File: src/rtl/shift_deserializer_if.sv
// rtl/shift_deserializer_if.sv - serial input and parallel valid/ready output bundle for shift_deserializer
interface shift_deserializer_if #(
  parameter int WIDTH = 8
) ();
  localparam int CW = $clog2(WIDTH + 2);

  logic             sin;
  logic             sin_valid;
  logic             sync;
  logic [WIDTH-1:0] dout;
  logic             dout_valid;
  logic             dout_ready;
  logic             overrun;
  logic [CW-1:0]    bit_cnt;
  logic             perr;

  // master: the deserializer itself; slave: the serial source plus word consumer
  modport master (
    input  sin, sin_valid, sync, dout_ready,
    output dout, dout_valid, overrun, bit_cnt, perr
  );

  modport slave (
    output sin, sin_valid, sync, dout_ready,
    input  dout, dout_valid, overrun, bit_cnt, perr
  );
endinterface

File: src/rtl/shift_deserializer.sv
// rtl/shift_deserializer.sv - SYNC-aligned serial-in/parallel-out receiver with valid/ready output register
// Optional even-parity frame check enabled by defining PARITY_CHECK_EN.
module shift_deserializer #(
  parameter int WIDTH     = 8,
  parameter bit MSB_FIRST = 1'b1
) (
  input  logic                  clk_i,
  input  logic                  rst_i,
  shift_deserializer_if.master  bus
);

`ifdef PARITY_CHECK_EN
  localparam int FL = WIDTH + 1;
`else
  localparam int FL = WIDTH;
`endif
  localparam int CW = $clog2(WIDTH + 2);

  typedef enum logic {
    ST_IDLE,
    ST_SHIFT
  } state_t;

  state_t           state_q, state_d;
  logic [CW-1:0]    cnt_q, cnt_d;
  logic [WIDTH-1:0] sh_q, sh_d;
  logic [WIDTH-1:0] dout_q, dout_d;
  logic             valid_q, valid_d;
  logic             ovr_q, ovr_d;
  logic             complete;
  logic [WIDTH-1:0] word;
`ifdef PARITY_CHECK_EN
  logic             par_q, par_d;
  logic             perr_q, perr_d;
  logic             perr_new;
`endif

  function automatic logic [WIDTH-1:0] shift_in(input logic [WIDTH-1:0] cur, input logic b);
    if (MSB_FIRST) begin
      return {cur[WIDTH-2:0], b};
    end else begin
      return {b, cur[WIDTH-1:1]};
    end
  endfunction

  // Alignment and bit counting; the last accepted bit of a frame raises complete
  always_comb begin
    state_d  = state_q;
    cnt_d    = cnt_q;
    sh_d     = sh_q;
    complete = 1'b0;
`ifdef PARITY_CHECK_EN
    par_d    = par_q;
    word     = sh_q;
    perr_new = par_q ^ bus.sin;
`else
    word     = shift_in(sh_q, bus.sin);
`endif
    if (bus.sync) begin
      state_d = ST_SHIFT;
      if (bus.sin_valid) begin
        cnt_d = CW'(1);
        sh_d  = shift_in('0, bus.sin);
`ifdef PARITY_CHECK_EN
        par_d = bus.sin;
`endif
      end else begin
        cnt_d = '0;
        sh_d  = '0;
`ifdef PARITY_CHECK_EN
        par_d = 1'b0;
`endif
      end
    end else if (state_q == ST_SHIFT && bus.sin_valid) begin
      if (cnt_q == CW'(FL - 1)) begin
        complete = 1'b1;
        cnt_d    = '0;
        sh_d     = '0;
`ifdef PARITY_CHECK_EN
        par_d    = 1'b0;
`endif
      end else begin
        cnt_d = cnt_q + CW'(1);
`ifdef PARITY_CHECK_EN
        par_d = par_q ^ bus.sin;
        // the parity bit never enters the data shift register
        sh_d  = shift_in(sh_q, bus.sin);
`else
        sh_d  = shift_in(sh_q, bus.sin);
`endif
      end
    end
  end

  // Output register: a completion with an unconsumed, unaccepted word is dropped
  always_comb begin
    dout_d  = dout_q;
    valid_d = valid_q;
    ovr_d   = 1'b0;
`ifdef PARITY_CHECK_EN
    perr_d  = perr_q;
`endif
    if (complete) begin
      if (!valid_q || bus.dout_ready) begin
        dout_d  = word;
        valid_d = 1'b1;
`ifdef PARITY_CHECK_EN
        perr_d  = perr_new;
`endif
      end else begin
        ovr_d = 1'b1;
      end
    end else if (valid_q && bus.dout_ready) begin
      valid_d = 1'b0;
`ifdef PARITY_CHECK_EN
      perr_d  = 1'b0;
`endif
    end
  end

  always_ff @(posedge clk_i or posedge rst_i) begin
    if (rst_i) begin
      state_q <= ST_IDLE;
      cnt_q   <= '0;
      sh_q    <= '0;
      dout_q  <= '0;
      valid_q <= 1'b0;
      ovr_q   <= 1'b0;
`ifdef PARITY_CHECK_EN
      par_q   <= 1'b0;
      perr_q  <= 1'b0;
`endif
    end else begin
      state_q <= state_d;
      cnt_q   <= cnt_d;
      sh_q    <= sh_d;
      dout_q  <= dout_d;
      valid_q <= valid_d;
      ovr_q   <= ovr_d;
`ifdef PARITY_CHECK_EN
      par_q   <= par_d;
      perr_q  <= perr_d;
`endif
    end
  end

  assign bus.dout       = dout_q;
  assign bus.dout_valid = valid_q;
  assign bus.overrun    = ovr_q;
  assign bus.bit_cnt    = cnt_q;
`ifdef PARITY_CHECK_EN
  assign bus.perr       = perr_q;
`else
  assign bus.perr       = 1'b0;
`endif

endmodule

File: src/flat_wrapper.sv
// flat-port wrapper written by rule: the top's interface ports become plain ports
module shift_deserializer_flat 
#(
  parameter int WIDTH     = 8,
  parameter bit MSB_FIRST = 1'b1
)
  (clk_i, rst_i, bus_sin, bus_sin_valid, bus_sync, bus_dout_ready, bus_dout, bus_dout_valid, bus_overrun, bus_bit_cnt, bus_perr);
  shift_deserializer_if #(.WIDTH(WIDTH)) bus_i ();
  input  logic clk_i;
  input  logic rst_i;
  input wire logic [$bits(bus_i.sin)-1:0] bus_sin;
  input wire logic [$bits(bus_i.sin_valid)-1:0] bus_sin_valid;
  input wire logic [$bits(bus_i.sync)-1:0] bus_sync;
  input wire logic [$bits(bus_i.dout_ready)-1:0] bus_dout_ready;
  output wire logic [$bits(bus_i.dout)-1:0] bus_dout;
  output wire logic [$bits(bus_i.dout_valid)-1:0] bus_dout_valid;
  output wire logic [$bits(bus_i.overrun)-1:0] bus_overrun;
  output wire logic [$bits(bus_i.bit_cnt)-1:0] bus_bit_cnt;
  output wire logic [$bits(bus_i.perr)-1:0] bus_perr;
  assign bus_i.sin = bus_sin;
  assign bus_i.sin_valid = bus_sin_valid;
  assign bus_i.sync = bus_sync;
  assign bus_i.dout_ready = bus_dout_ready;
  assign bus_dout = bus_i.dout;
  assign bus_dout_valid = bus_i.dout_valid;
  assign bus_overrun = bus_i.overrun;
  assign bus_bit_cnt = bus_i.bit_cnt;
  assign bus_perr = bus_i.perr;
  shift_deserializer #(.WIDTH(WIDTH), .MSB_FIRST(MSB_FIRST)) u_core (.clk_i(clk_i), .rst_i(rst_i), .bus(bus_i));
endmodule
File: config.mk
export PLATFORM = sky130hd
export DESIGN_NAME = shift_deserializer_flat
export DESIGN_NICKNAME = d
export VERILOG_FILES = /design/src/rtl/shift_deserializer_if.sv /design/src/rtl/shift_deserializer.sv /design/src/flat_wrapper.sv
export SDC_FILE = /design/constraint.sdc
export NUM_CORES = 1
export LEC_CHECK = 0
export CAP_MARGIN = 20
export CORE_MARGIN = 1.5
export CORE_UTILIZATION = 32
export DETAILED_ROUTE_END_ITERATION = 7
export SLEW_MARGIN = 20
export SYNTH_ARGS = -nofsm -noshare
export SYNTH_HDL_FRONTEND = slang
export SYNTH_SLANG_ARGS = --single-unit
File: constraint.sdc
create_clock -name clk_i -period 3.6 [get_ports clk_i]
set_clock_uncertainty 0.1 [all_clocks]
set_input_delay 0.54 -clock clk_i [delete_from_list [all_inputs] [get_ports clk_i]]
set_output_delay 0.54 -clock clk_i [all_outputs]
set_load 0.005 [all_outputs]
Yosys cells after proc, flatten, opt, wreduce, memory -nomap -nowiden
Index checks and enable logic that the tools add are counted.
Storage, ports and cells
  output and inout port bits: 15
  input port bits: 6
  bits in registers: 22
Cells by class
  reduce and logical (&&, ||, !) cells: 8
  equal/unequal tests: 2
  multiplexer cells: 16
  add/sub/neg operators: 1
Operators by type and width (number)
  $mux 7: 3
  $mux 4: 3
  $mux 1: 10
  $add 4x1->4 const B: 1
  $eq 4x3->1 const B: 1
  $reduce_and 2->1: 2
  $reduce_bool 2->1: 2
  $logic_and 1x1->1: 2
  $ne 2x2->1 const B: 1
  $logic_not 1->1: 1
  $logic_or 1x1->1: 1

Depth between registers and ports, before layout
  word-level depth: 6
  depth in mapped cells: 5
  mapped depth without buffers: 4

Least setup slack after synthesis
OpenSTA, ideal clock, no wires.
  path kind: input port to flip-flop
  from: input port bus_sync
  to: register u_core.dout_q[0] (netlist: u_core.bus.dout[0])
  stages: 5
  library setup time: 0.125 ns
  data arrival time: 1.472 ns
  slack: 1.903 ns
  buffers on the path: 2
  path through: buf_6 -> and3b_1 -> and3_1 -> buf_6 -> mux2_4
On the way
  longest elaborated chain between the ends: 2
Ends and longest elaborated chain
  start: declaration: RTL line flat_wrapper.sv:13  | input wire logic [$bits(bus_i.sync)-1:0] bus_sync;
  $mux 1: RTL line shift_deserializer.sv:59  | if (bus.sync) begin
  $reduce_and 2->1 (no source line)
  end signal: assignment: RTL line shift_deserializer.sv:137  | dout_q <= dout_d;
  end: declaration: RTL line shift_deserializer.sv:27  | logic [WIDTH-1:0] dout_q, dout_d;
Every way passes these cells.
A chain may end at the register's enable or synchronous reset.

Final worst setup path
  from: input port bus_sin_valid
  to: register u_core.dout_q[7] (netlist: u_core.bus.dout[7])
On the way
  longest elaborated chain between the ends: 4
Ends and longest elaborated chain
  start: declaration: RTL line flat_wrapper.sv:12  | input wire logic [$bits(bus_i.sin_valid)-1:0] bus_sin_valid;
  $logic_and 1x1->1: RTL line shift_deserializer.sv:74  | end else if (state_q == ST_SHIFT && bus.sin_valid) begin
  $mux 1: RTL line shift_deserializer.sv:74
  $mux 1: RTL line shift_deserializer.sv:59
  $reduce_and 2->1 (no source line)
Every way passes these cells.

==> results.py <==
metrics = {
    "status": {
        "run_status": "finished, final reports clean",
    },
    "critical_path": {
        "r2r_cells": 4,
        "worst_ep_arrival_time_ns": 2.27,
        "worst_r2r_setup_slack_ns": 1.69,
        "timing.rr.start": "u_core.bus.bit_cnt[0]",
        "cp-end-kind": "register",
        "critical-path-max-stage-delay_ns": 0.64,
        "startpoint_type": "input port",
        "r2r_end": "u_core.bus.dout[7]",
        "critical_path_peak_fanout": 8,
        "cp_slowest_cell": "sky130_fd_sc_hd__clkdlybuf4s50_1",
        "crit_path_cell_trace": "clkdlybuf4s50_1, and3b_1, and3_1, mux2_4",
        "timing.critical_path.required_ns": 3.71,
        "criticalPathCategory": "in2reg",
    },
    "detailed_routing": {
        "drt_pre_antenna_iters": 6,
        "detailedRoute.firstIterationViolations": 13,
        "detail_route.wl_per_cell_um": 13.16,
        "drt-vias-per-instance": 5.073,
        "vias_after_detailed_routing": 624,
        "routed_wirelength_mm": 1.619,
        "route.antenna.remaining_nets": 0,
        "drc": 0,
    },
    "global_route": {
        "grt_max_degree": 23,
        "grt_pass1_vias": 601,
        "track_usage": 0.1081,
        "grt_antenna_before_repair": 0,
        "grt_first_pass_wirelength_mm": 2.711,
        "residual_overflow_from_global_routing": 0,
    },
    "power": {
        "pleak_nw": 0.5500,
        "cell_internal_pwr_w": 0.0003918,
        "power.sequential.fraction": 0.530,
        "pwr-share-clk": 0.380,
        "power.combinational.fraction": 0.090,
        "power_density_nw_per_um2": 411.8,
        "net-switching-power_w": 0.0001033,
        "switching_share": 0.2087,
        "vdd.ir_drop.worst_v": 0.0003015,
    },
    "finish": {
        "layout.nets": 100,
        "num_antenna_cells": 0,
        "layout_common_cells": "22 x sky130_fd_sc_hd__dfrtp_1, 19 x sky130_fd_sc_hd__clkdlybuf4s50_1, 8 x sky130_fd_sc_hd__mux2_4, 7 x sky130_fd_sc_hd__nand2_1, 6 x sky130_fd_sc_hd__a22o_1",
        "multi_input_comb_area_um2": 362.8,
        "mostFrequentLayoutCell": "sky130_fd_sc_hd__dfrtp_1",
        "register_cell_area_after_layout_um2": 550.5,
        "n_fill_cell": 274,
        "final-instance-count-excl-fill": 123,
        "final_core_utilization": 0.4286,
        "area.growth.synth_to_final_pct": 24.48,
        "finalInstanceArea_um2": 1202,
        "drive_gt1_frac": 0.1630,
    },
    "sta": {
        "setup-tns-final_ns": 0,
        "worst_slew_pin_slew_ns": 0.8038,
        "final-hold-violation-count": 0,
        "postLayoutSetupSlackWorst_ns": 1.431,
        "final.period_utilization": 0.6025,
        "max_slew_margin": 0.4636,
        "finalSetupViolations": 0,
        "fmaxAchievable_mhz": 461.1,
        "grt_setup_unrepaired": "no",
        "finalMaxSlewViolations": 0,
        "final.min_clock_period_ns": 2.169,
    },
    "placement": {
        "placed_area_um2": 1150,
        "gp_routability_congestion": 0.6995,
        "portBuffers": 19,
        "dp_hpwl_mm": 1.189,
        "dp_slack_ns": 1.084,
        "place_inst": 119,
    },
    "synthesis": {
        "synth_top_area_share": 0.5699,
        "yosys-top-cells-area": "sky130_fd_sc_hd__dfrtp_1 57%, sky130_fd_sc_hd__mux2_4 12%, sky130_fd_sc_hd__a22o_1 5.4%",
        "synth_edf_count": 0,
        "synth_area_leader_cell": "sky130_fd_sc_hd__dfrtp_1",
        "syn_inst": 74,
        "mappedNetlistArea_um2": 965.9,
        "ys_types": 25,
        "dominantRegCellSynth": "sky130_fd_sc_hd__dfrtp_1",
        "async_flop_share": 1.000,
        "yosys_warnings": 0,
        "flip_flop_and_latch_count_after_synthesis": 22,
        "postSynthAreaPerCell_um2": 13.05,
        "synth_sequential_area_ratio": 0.5699,
        "postSynthNetCount": 81,
    },
    "hold_path": {
        "hold_path.class": "reg2reg",
        "holdCritStartpoint": "u_core.sh_q[6]",
        "worstHoldEndpoint": "u_core.sh_q[6]",
        "min_path_cells": 1,
    },
    "clock_network": {
        "cts_made_buffers": 3,
        "cts_num_sinks": 22,
        "clock_tree.buffer_depth": 2,
        "cts.htree.levels": 1,
        "tritoncts": "yes",
        "post_cts.resized_instances": 0,
        "clk-insertion-delay-late_ns": 0.30,
        "holdBufCountCts": 0,
        "post_cts.repair.setup_buffers": 0,
        "clk_transition_reported_paths_ns": 0.12,
        "ctsRootBufferMaster": "sky130_fd_sc_hd__clkbuf_4",
    },
    "floorplan": {
        "floorplan.die.width_um": 57.94,
        "die_area_um2": 3357,
        "coreArea_um2": 2805,
        "start_util": 0.3443,
        "die-height_um": 57.94,
        "boundaryPins": 21,
        "core.rowCount": 19,
    },
    "job": {
        "timing.max_cap.violations": 0,
    },
}
metrics by stage:
stage / hold slack [ns] / power, W
3_5_place_dp: 0.3891 / 0.0003129
6_report: 0.4208 / 0.0004951
5_1_grt: 0.4465 / 0.0005187
4_1_cts: 0.4211 / 0.0005039
2_1_floorplan: 0.3663 / 0.0002916
3_3_place_gp: 0.3878 / 0.0003120
kinds of logic after synthesis:
family,count (synthesis),share of synthesized area
compound gates,13,0.09974
fa+ha+maj,1,0.01295
flops,22,0.5700
simple gates,21,0.1257
xor+xnor,1,0.009069
mux,8,0.1244
other cells,1,0.003882
buf+inv,7,0.05440
power groups by stage:
stage	sequential, W	clock, W	combinational [W]
3_3_place_gp	0.000267	0	0.0000447
5_1_grt	0.000264	0.000204	0.0000503
2_1_floorplan	0.000266	0	0.0000255
6_report	0.000262	0.000188	0.0000447
4_1_cts	0.000263	0.000195	0.0000460
3_5_place_dp	0.000267	0	0.0000458
area by class of cell:
cell class	instances	area share
sequential	22	0.4579
multi-input combinational	45	0.3018
timing repair buffer	19	0.1582
tap	31	0.03226
clock inverter	1	0.02497
clock buffer	3	0.01873
inverter	2	0.006244
critical path, delay by kind of cell:
family,cells,cell delay [ns]
simple gates,2,0.75
mux,1,0.34
buf+inv,1,0.64
worst max path at each step:
stage,startpoint,to
floorplan,bus_sync,u_core.bus.dout[0]
global placement,bus_sin_valid,u_core.bus.dout[1]
detailed placement,bus_sin_valid,u_core.bus.dout[7]
CTS,bus_sin_valid,u_core.bus.dout[7]
global route,bus_sin_valid,u_core.bus.dout[2]
finish,bus_sin_valid,u_core.bus.dout[7]
synthesized netlist by cell type, drive strengths merged, types with 2 or more instances:
library cell,count
buf,5
inv,2
mux2,8
dfrtp,22
nand3,3
nor2,2
a21oi,4
nand2,7
and3b,2
a22o,6
flip-flops by register name, summed over array words and instances (netlist names):
signal	count
u_core.bus.dout	8
u_core.bus.bit_cnt	4
u_core.bus.dout_valid	1
u_core.sh_q	7
u_core.state_q	1
u_core.bus.overrun	1
metal layers:
metal	global-route usage	up-vias	share of wire
li1	-	294	-
met1	0.1386	311	0.47
met2	0.1737	19	0.47
met3	0.05134	0	0.060
met4	0.009967	0	0
met5	0	-	0
Note: power is estimated with default switching activity, not from simulation.
